[config.mk]
export PLATFORM = sky130hd
export DESIGN_NAME = uart_rx_buffered
export DESIGN_NICKNAME = d
export VERILOG_FILES = /design/src/rtl/uart_pkg.sv /design/src/rtl/uart_sync_fifo.sv /design/src/rtl/uart_rx_buffered.sv
export SDC_FILE = /design/constraint.sdc
export NUM_CORES = 1
export LEC_CHECK = 0
export ABC_AREA = 1
export CORE_MARGIN = 2
export CORE_UTILIZATION = 62
export CTS_BUF_LIST = sky130_fd_sc_hd__clkbuf_8
export DETAILED_ROUTE_END_ITERATION = 8
export GPL_ROUTABILITY_DRIVEN = 1
export MAX_ROUTING_LAYER = met4
export PLACE_DENSITY = 0.84
export RECOVER_POWER = 50
export REMOVE_ABC_BUFFERS = 1
export SYNTH_ARGS = -nofsm -noshare
export SYNTH_HDL_FRONTEND = slang
export SYNTH_SLANG_ARGS = --single-unit
[constraint.sdc]
create_clock -name i_Clock -period 2.5 [get_ports i_Clock]
set_clock_uncertainty 0.1 [all_clocks]
set_input_delay 0.5 -clock i_Clock [delete_from_list [all_inputs] [get_ports i_Clock]]
set_output_delay 0.5 -clock i_Clock [all_outputs]
set_load 0.1 [all_outputs]
[src/rtl/uart_pkg.sv]
// uart_pkg: receiver state encoding and legal stop-bit range shared by the UART receive path
package uart_pkg;
  typedef enum logic [2:0] {
    S_IDLE    = 3'd0,
    S_START   = 3'd1,
    S_DATA    = 3'd2,
    S_PARITY  = 3'd3,
    S_STOP    = 3'd4,
    S_CLEANUP = 3'd5
  } rx_state_t;
  localparam int STOP_BITS_MIN = 1;
  localparam int STOP_BITS_MAX = 2;
  function automatic int legal_stop_bits(input int n);
    return (n >= STOP_BITS_MIN && n <= STOP_BITS_MAX) ? n : STOP_BITS_MIN;
  endfunction
endpackage

[src/rtl/uart_sync_fifo.sv]
// uart_sync_fifo: first-word fall-through synchronous FIFO; a pop frees room for a same-cycle push when full
module uart_sync_fifo #(
  parameter int WIDTH = 8,
  parameter int DEPTH = 8
) (
  input  logic                     i_Clock,
  input  logic                     i_Reset,
  input  logic                     wr_en,
  input  logic [WIDTH-1:0]         wr_data,
  input  logic                     rd_en,
  output logic [WIDTH-1:0]         rd_data,
  output logic                     empty,
  output logic                     full,
  output logic [$clog2(DEPTH):0]   count
);
  localparam int AW = $clog2(DEPTH);
  logic [WIDTH-1:0] mem [DEPTH];
  logic [AW-1:0] wr_ptr, rd_ptr;
  logic wr_ok, rd_ok;
  assign rd_ok = rd_en & ~empty;
  assign wr_ok = wr_en & (~full | rd_en);
  assign empty = count == '0;
  assign full = count == (AW+1)'(DEPTH);
  assign rd_data = empty ? '0 : mem[rd_ptr];
  // storage write, no reset needed since the head is masked while empty
  always_ff @(posedge i_Clock)
    if (wr_ok) mem[wr_ptr] <= wr_data;
  // pointers wrap naturally at the power-of-two depth
  always_ff @(posedge i_Clock)
    if (i_Reset) begin
      wr_ptr <= '0;
      rd_ptr <= '0;
      count <= '0;
    end else begin
      wr_ptr <= wr_ptr + AW'(wr_ok);
      rd_ptr <= rd_ptr + AW'(rd_ok);
      count <= count + (AW+1)'(wr_ok) - (AW+1)'(rd_ok);
    end
endmodule

[src/rtl/uart_rx_buffered.sv]
// uart_rx_buffered: UART receiver feeding a FWFT FIFO with sticky errors; UART_RX_PARITY_EN adds a parity bit
module uart_rx_buffered
  import uart_pkg::*;
#(
  parameter int CLKS_PER_BIT = 4,
  parameter int DATA_BITS = 8,
  parameter int STOP_BITS = 1,
  parameter int FIFO_DEPTH = 8
`ifdef UART_RX_PARITY_EN
  , parameter bit PARITY_ODD = 1'b0
`endif
) (
  input  logic                          i_Clock,
  input  logic                          i_Reset,
  input  logic                          i_Rx_Serial,
  input  logic                          i_Read_Flag,
  input  logic                          i_Clear_Err,
  output logic [DATA_BITS-1:0]          o_Rx_Byte,
  output logic                          o_Rx_DV,
  output logic                          o_Empty,
  output logic                          o_Full,
  output logic [$clog2(FIFO_DEPTH):0]   o_Count,
  output logic                          o_Frame_Err,
  output logic                          o_Overrun,
`ifdef UART_RX_PARITY_EN
  output logic                          o_Parity_Err,
`endif
  output logic [2:0]                    o_SM_State
);
  localparam int NSTOP = legal_stop_bits(STOP_BITS);
  localparam logic [7:0] LAST = 8'(CLKS_PER_BIT - 1);
  localparam logic [7:0] MID = 8'((CLKS_PER_BIT - 1) / 2);
  localparam logic [2:0] DB_LAST = 3'(DATA_BITS - 1);
  localparam logic STOP_LAST = 1'(NSTOP - 1);
  rx_state_t state;
  logic [7:0] clk_cnt;
  logic [2:0] bit_idx;
  logic stop_idx, stop_bad, rx_dv;
  logic [DATA_BITS-1:0] data_sr;
  logic rx_meta, rx_sync, armed;
  logic [1:0] sync_vld;
  logic tick, cleanup, par_ok, frame_ev, overrun_ev;
  assign tick = clk_cnt == LAST;
  assign cleanup = state == S_CLEANUP;
  assign o_Rx_DV = rx_dv;
  assign o_SM_State = state;
`ifdef UART_RX_PARITY_EN
  logic par_bit, parity_ev;
  assign par_ok = (^data_sr ^ par_bit) == PARITY_ODD;
  assign parity_ev = cleanup & ~par_ok;
`else
  assign par_ok = 1'b1;
`endif
  assign frame_ev = cleanup & stop_bad;
  assign overrun_ev = rx_dv & o_Full & ~i_Read_Flag;
  // the reset value of the synchroniser is not a real line sample, so arming waits until it has flushed
  always_ff @(posedge i_Clock)
    if (i_Reset) begin
      rx_meta <= 1'b1;
      rx_sync <= 1'b1;
      sync_vld <= 2'b00;
      armed <= 1'b0;
    end else begin
      rx_meta <= i_Rx_Serial;
      rx_sync <= rx_meta;
      sync_vld <= {sync_vld[0], 1'b1};
      armed <= armed | (sync_vld[1] & rx_sync);
    end
  // receiver FSM; rx_dv is registered so it is high exactly during CLEANUP
  always_ff @(posedge i_Clock)
    if (i_Reset) begin
      state <= S_IDLE;
      clk_cnt <= '0;
      bit_idx <= '0;
      stop_idx <= 1'b0;
      stop_bad <= 1'b0;
      data_sr <= '0;
      rx_dv <= 1'b0;
`ifdef UART_RX_PARITY_EN
      par_bit <= 1'b0;
`endif
    end else begin
      rx_dv <= 1'b0;
      case (state)
        S_IDLE: begin
          clk_cnt <= '0;
          bit_idx <= '0;
          stop_idx <= 1'b0;
          stop_bad <= 1'b0;
          if (!rx_sync && armed) state <= S_START;
        end
        S_START:
          if (clk_cnt == MID) begin
            clk_cnt <= '0;
            state <= rx_sync ? S_IDLE : S_DATA;
          end else clk_cnt <= clk_cnt + 8'd1;
        S_DATA:
          if (tick) begin
            clk_cnt <= '0;
            data_sr <= {rx_sync, data_sr[DATA_BITS-1:1]};
            bit_idx <= bit_idx + 3'd1;
            if (bit_idx == DB_LAST) begin
              bit_idx <= '0;
`ifdef UART_RX_PARITY_EN
              state <= S_PARITY;
`else
              state <= S_STOP;
`endif
            end
          end else clk_cnt <= clk_cnt + 8'd1;
`ifdef UART_RX_PARITY_EN
        S_PARITY:
          if (tick) begin
            clk_cnt <= '0;
            par_bit <= rx_sync;
            state <= S_STOP;
          end else clk_cnt <= clk_cnt + 8'd1;
`endif
        S_STOP:
          if (tick) begin
            clk_cnt <= '0;
            stop_bad <= stop_bad | ~rx_sync;
            stop_idx <= stop_idx + 1'b1;
            if (stop_idx == STOP_LAST) begin
              state <= S_CLEANUP;
              rx_dv <= ~stop_bad & rx_sync & par_ok;
            end
          end else clk_cnt <= clk_cnt + 8'd1;
        S_CLEANUP: state <= S_IDLE;
        default: state <= S_IDLE;
      endcase
    end
  // sticky error flags; a same-cycle event beats the clear
  always_ff @(posedge i_Clock)
    if (i_Reset) begin
      o_Frame_Err <= 1'b0;
      o_Overrun <= 1'b0;
`ifdef UART_RX_PARITY_EN
      o_Parity_Err <= 1'b0;
`endif
    end else begin
      o_Frame_Err <= (o_Frame_Err & ~i_Clear_Err) | frame_ev;
      o_Overrun <= (o_Overrun & ~i_Clear_Err) | overrun_ev;
`ifdef UART_RX_PARITY_EN
      o_Parity_Err <= (o_Parity_Err & ~i_Clear_Err) | parity_ev;
`endif
    end
  uart_sync_fifo #(.WIDTH(DATA_BITS), .DEPTH(FIFO_DEPTH)) u_fifo (
    .i_Clock (i_Clock),
    .i_Reset (i_Reset),
    .wr_en   (rx_dv),
    .wr_data (data_sr),
    .rd_en   (i_Read_Flag),
    .rd_data (o_Rx_Byte),
    .empty   (o_Empty),
    .full    (o_Full),
    .count   (o_Count)
  );
endmodule

Word-level counts from Yosys, hierarchy flattened

Memory sizes are Yosys's and may differ from the RTL's. A register that Yosys moved wholly into a read port is not among the register bits.
Index checks and enable logic that the tools add are counted.

Mux-type cells: 23
$add $sub $neg: 7
Bitwise operators: 22
Reduce and logical (&&, ||, !) cells: 13
Eq/ne operators: 14

Operator list:

| operator              | count |
|---|---|
| $mux W3               | 9 |
| $mux W8               | 3 |
| $pmux W8 S3           | 1 |
| $ne A2 B2 Y1 const B  | 6 |
| $pmux W3 S4           | 1 |
| $and A1 B1 Y1         | 9 |
| $eq A3 B3 Y1 const B  | 3 |
| $add A8 B1 Y8 const B | 1 |
| $eq A8 B1 Y1 const B  | 1 |
| $eq A8 B2 Y1 const B  | 1 |
| $not A1 Y1            | 8 |
| $add A3 B1 Y3         | 2 |
| $pmux W3 S2           | 1 |
| $reduce_and A2 Y1     | 3 |
| $reduce_and A6 Y1     | 1 |
| $mux W1               | 5 |
| $or A1 B1 Y1          | 5 |
| $add A4 B1 Y4         | 1 |
| $eq A4 B4 Y1 const B  | 1 |
| $logic_not A4 Y1      | 1 |
| $pmux W1 S2           | 2 |
| $reduce_bool A2 Y1    | 2 |
| $reduce_or A4 Y1      | 1 |
| $sub A4 B1 Y4         | 1 |
| 10 further kinds      | 10 |

Word-level logic and storage cells: 97
Flip-flop bits (word level): 42
RAM bits: 64
Memories kept: 1

Memories:

| memory     | words | width | rd ports | clocked after Yosys merged registers in | write ports | RTL line             | text |
|---|---|---|---|---|---|---|---|
| u_fifo.mem | 8     | 8     | 1        | 1                                       | 1           | uart_sync_fifo.sv:17 | `logic [WIDTH-1:0] mem [DEPTH];` |

Longest topological paths before layout

Gate-level depths: netlist (run 1).

Word-level depth: 6
Mapped depth: 12
Depth with buffers taken out: 12

Modules after synthesis

Synthesis (run 1) repeated with hierarchy kept, for this count alone.

Cell total of the unflattened synthesis: 556
Area, all modules: 4889.7 um^2

By module, submodules not included:

| module           | cells an instance | area each (um^2) | times used |
|---|---|---|---|
| uart_sync_fifo   | 356               | 3424.5           | 1 |
| uart_rx_buffered | 200               | 1465.2           | 1 |

Least setup slack after synthesis (run 1)

No wires, ideal clock.

Path kind: flip-flop to flip-flop
Start: register u_fifo.count[3]
End: register u_fifo.count[2]
Library setup time: 0.128 ns
Period minus slack after synthesis: 4.830 ns
Cell stages (with the launch flop): 10
Path buffers: 0
Arrival: 4.602 ns
Setup slack: -2.330 ns
Cell sequence: dfxtp_1 -> ha_1 -> nor3b_1 -> nand2_1 -> nand2_1 -> inv_1 -> ha_1 -> fa_1 -> xnor2_1 -> nor2_1

Cells in the longest elaborated chain, start to end: 6
Elaborated cells between the ends (all ways): 9
Those cells by class: add/sub (2); eq/ne (1); bitwise (5); reduce/logical (1)

RTL lines:

| element                | RTL line               | text |
|---|---|---|
| from (decl)            | uart_sync_fifo.sv:14   | `output logic [$clog2(DEPTH):0] count` |
| from (signal assigned) | uart_sync_fifo.sv:37   | `count <= count + (AW+1)'(wr_ok) - (AW+1)'(rd_ok);` |
| $eq A4 B4 Y1           | uart_sync_fifo.sv:23   | `assign full = count == (AW+1)'(DEPTH);` |
| named net o_Full       | uart_rx_buffered.sv:21 | `output logic o_Full,` |
| $not A1 Y1             | uart_sync_fifo.sv:21   | `assign wr_ok = wr_en & (~full \| rd_en);` |
| $or A1 B1 Y1           | uart_sync_fifo.sv:21   |  |
| $and A1 B1 Y1          | uart_sync_fifo.sv:21   |  |
| $add A4 B1 Y4          | uart_sync_fifo.sv:37   |  |
| $sub A4 B1 Y4          | uart_sync_fifo.sv:37   |  |

The timed path passes the listed nets, and every way through them passes these cells.
A chain may end at the register's enable or synchronous reset.

Worst setup path after layout (run 1)

Start: register u_fifo.count[2]
End: output o_Rx_Byte[2]

Cells in the longest elaborated chain, start to end: 2

RTL lines:

| element          | RTL line               | text |
|---|---|---|
| $logic_not A4 Y1 | uart_sync_fifo.sv:22   | `assign empty = count == '0;` |
| $mux W8          | uart_sync_fifo.sv:24   | `assign rd_data = empty ? '0 : mem[rd_ptr];` |
| to (decl)        | uart_rx_buffered.sv:18 | `output logic [DATA_BITS-1:0] o_Rx_Byte,` |

No other way between the ends.

==> results of run 1 <==
repair_timing:
action | 4_1_cts | 5_1_grt
cloned | 0 | 1
hold buffers | 0 | 0
endpoints found under the setup margin | 7 | 8
resized for setup | 3 | 14
pin swaps | 0 | 2
how the worst max path moves through the flow:
stage                     start         endpoint  slack (ns)
2_1_floorplan   u_fifo.count[3]  u_fifo.count[2]       -2.32
3_3_place_gp        i_Read_Flag  u_fifo.count[1]        0.15
3_5_place_dp        i_Read_Flag  u_fifo.count[1]        0.11
4_1_cts        u_fifo.rd_ptr[1]     o_Rx_Byte[4]       0.007
5_1_grt         u_fifo.count[2]     o_Rx_Byte[2]       0.004
6_report        u_fifo.count[2]     o_Rx_Byte[2]        0.08
final cells by class:
cell class	instances	area, µm²	area share, %
well taps	99	124	2.34
inverters	42	170	3.22
flip-flops and latches	106	2770	52.4
clock buffers	9	124	2.34
clock inverters	7	98.8	1.87
multi-input cells	309	1530	28.9
repair buffers	40	472	8.93
stage by stage:
step,instances,utilization [%],setup TNS [ns]
4_1_cts,611,73.5,0
3_3_place_gp,595,70.3,0
6_report,612,73.6,0
2_1_floorplan,457,-,-149.59
5_1_grt,612,73.6,0
3_5_place_dp,595,70.3,0
metal layers:
| metal | vias to the layer above | share of wire, % |
|---|---|---|
| li1 | 1634 | - |
| met1 | 1618 | 38 |
| met2 | 113 | 54 |
| met3 | 24 | 5.1 |
| met4 | 0 | 2.3 |
| met5 | - | 0 |
power breakdown:
group	switching, mW	leakage, nW	internal, mW
registers	0.124	0.899	1.94
logic	2.28	0.997	1.03
clock network	0.602	0.112	0.574
total	3.00	2.01	3.53
flip-flops by register name, indices dropped and copies added (netlist names):
signal         cells
rx_meta            1
data_sr            8
sync_vld           2
stop_bad           1
u_fifo.wr_ptr      3
o_SM_State         3
rx_sync            1
u_fifo.rd_ptr      3
stop_idx           1
u_fifo.count       4
bit_idx            3
armed              1
o_Rx_DV            1
o_Overrun          1
o_Frame_Err        1
clk_cnt            8
u_fifo.mem        64
cell families (layout without fill, tap and decap cells):
| family | Yosys count | count (layout) | synth area share, % |
|---|---|---|---|
| buffers and inverters | 58 | 98 | 5.59 |
| AND/OR/NAND/NOR | 201 | 201 | 18.5 |
| XOR/XNOR | 6 | 6 | 1.15 |
| flip-flops | 106 | 106 | 60.5 |
| AO/OA/AOI/OAI | 87 | 87 | 9.98 |
| adder cells (fa/ha/maj) | 15 | 15 | 4.28 |
synthesized netlist by cell type:
cell type,number
clkinv_8,1
xnor2_1,6
nand3_1,11
nor2_4,1
nand2_4,2
clkbuf_1,9
o21ai_0,69
a21oi_1,11
nand2_1,50
buf_2,2
dfxtp_1,42
a21oi_2,2
o21ai_2,2
nand4_1,2
edfxtp_1,64
buf_1,2
nor2_1,118
o21ai_1,1
ha_1,14
nor3b_1,1
or2_2,3
buf_6,3
nand2_2,4
fa_1,1
nor3_1,3
nand3_2,2
nor2_2,4
o21a_1,2
inv_1,41
critical path, cell delays in order (launching register included):
cell and delay, ns:
dfxtp_1 0.36, inv_1 0.08, ha_1 0.20, nand3_1 0.14, buf_6 0.15, o21ai_0 0.09, nor2_1 0.22, buf_12 0.21
cell usage in the layout, fill, tap and decap left out, drive strengths merged, types with 6 or more instances in the layout:
master	instances
nor2	123
o21ai	72
edfxtp	64
nand2	56
inv	44
dfxtp	42
buf	27
clkbuf	18
ha	14
nand3	13
a21oi	13
xnor2	6
==> out/qor.csv, run 1 <==
stage;metric;value;unit
clocking;cts_tree;yes;
drt;drc_errors;0;
layout;fin_area;5280;µm²
worst_setup_path;ff2ff_setup_slack;0.16;ns
worst_hold_path;min_to;sync_vld[1];
timing;slew_violations;0;
global_route;grt-busiest-layer;met2;
worst_setup_path;reg2reg_depth;11;
clocking;h-tree-depth;3;
worst_setup_path;reg2reg_from;u_fifo.count[2];
global_route;grt_use_met2;45.5;%
worst_setup_path;cp-end-kind;output port;
clocking;clk_path_buf_depth;2;
floorplan;die_w;89.8;µm
placed_design;dpl_worst_slack;0.110;ns
floorplan;die_y;89.8;µm
floorplan;design.die.area;8060;µm²
synthesis;synthDistinctLibCells;29;
worst_setup_path;cp.required;1.90;ns
drt;num_vias;3389;
drt;post_drt_wl_per_cell;15.7;µm
global_route;grt.total_usage;25.0;%
worst_setup_path;path_class;flip-flop to output port;
floorplan;ioPinCount;25;
timing;fin_ws;0.0804;ns
pwr;ir_drop;1.21;mV
worst_hold_path;min_from;sync_vld[0];
synthesis;yosys_warnings;0;
worst_hold_path;hold_depth;2;
pwr;p_total;6.54;mW
floorplan;rows;31;
drt;firstDrtPassIters;5;
pwr;power_density;1240;nW/µm²
placed_design;gp_congestion;0.839;
timing;worstMarginPinSlew;1.16;ns
timing;max_freq;413;MHz
synthesis;yosysTopAreaCell;edfxtp_1;
status;outcome;complete, no violations;
worst_setup_path;r2r_end;u_fifo.count[2];
worst_setup_path;cp_max_fo;8;
placed_design;hpwl;6290;µm
synthesis;netlist_instances;473;
synthesis;syn_area_per_cell;9.65;µm²
worst_setup_path;arrival;1.82;ns
global_route;grt_pass1_wl;15500;µm
timing;setup-violations-final;0;
layout;syn_to_final_growth;15.7;%
global_route;grt_util_met1;28.7;%
synthesis;yosysSeqAreaShare;60.5;%
clocking;cts_sinks;106;
clocking;cts_made_buffers;9;
drt;drt_iter0_drc;274;
synthesis;syn_area;4560;µm²
floorplan;initial_utilization;63.6;%
global_route;overflow;0;
clocking;clk-insertion-delay-late;0.36;ns
clocking;post-cts-setup-buffers;0;
drt;wirelength;9620;µm
global_route;grt_pass1_vias;3285;
worst_setup_path;worst_setup_path_start_kind;flip-flop;
global_route;antenna_found_initial;0;
layout;diodes;0;
global_route;grt_max_degree;34;
layout;fillers;497;
floorplan;coreArea;7180;µm²
worst_hold_path;min_path_type;flip-flop to flip-flop;
placed_design;port_buffers;24;
drt;antenna_left;0;
layout;nets;528;
placed_design;dpl-instance-area;5040;µm²
flow_run;maxCapViolations;0;
global_route;met3_usage;4.19;%
timing;period_needed;2.42;ns
layout;drive_gt1_share;13.1;%
timing;slew-limit-headroom;23.3;%
clocking;cts_root_buf;clkbuf_8;
pwr;p_leak;2.01;nW
timing;timing.final.crit_share;96.8;%
timing;holdWs;0.309;ns
synthesis;ys_ff_latch;106;
timing;finalHoldViolCount;0;
synthesis;netlist_top_cells_area;edfxtp_1 42%, dfxtp_1 18%, nor2_1 9.7%, o21ai_0 7.6%, nand2_1 4.1%;
clocking;clkTransAtPathRegs;0.10;ns
synthesis;synth_top_area_share;42.1;%
drt;viasPerCell;5.54;
timing;rsz0062_at_grt;false;
(Power assumes the default switching activity.)
==> run 2: changes to the inputs <==
CTS_CLUSTER_DIAMETER = 80   (was unset)
==> results of run 2 <==
No change in the layout: final DEF, timing and power equal those of run 1.
==> run 3: changes to the inputs <==
SLEW_MARGIN = 20   (was unset)
==> results of run 3 <==
No change in the layout: final DEF, timing and power equal those of run 1.
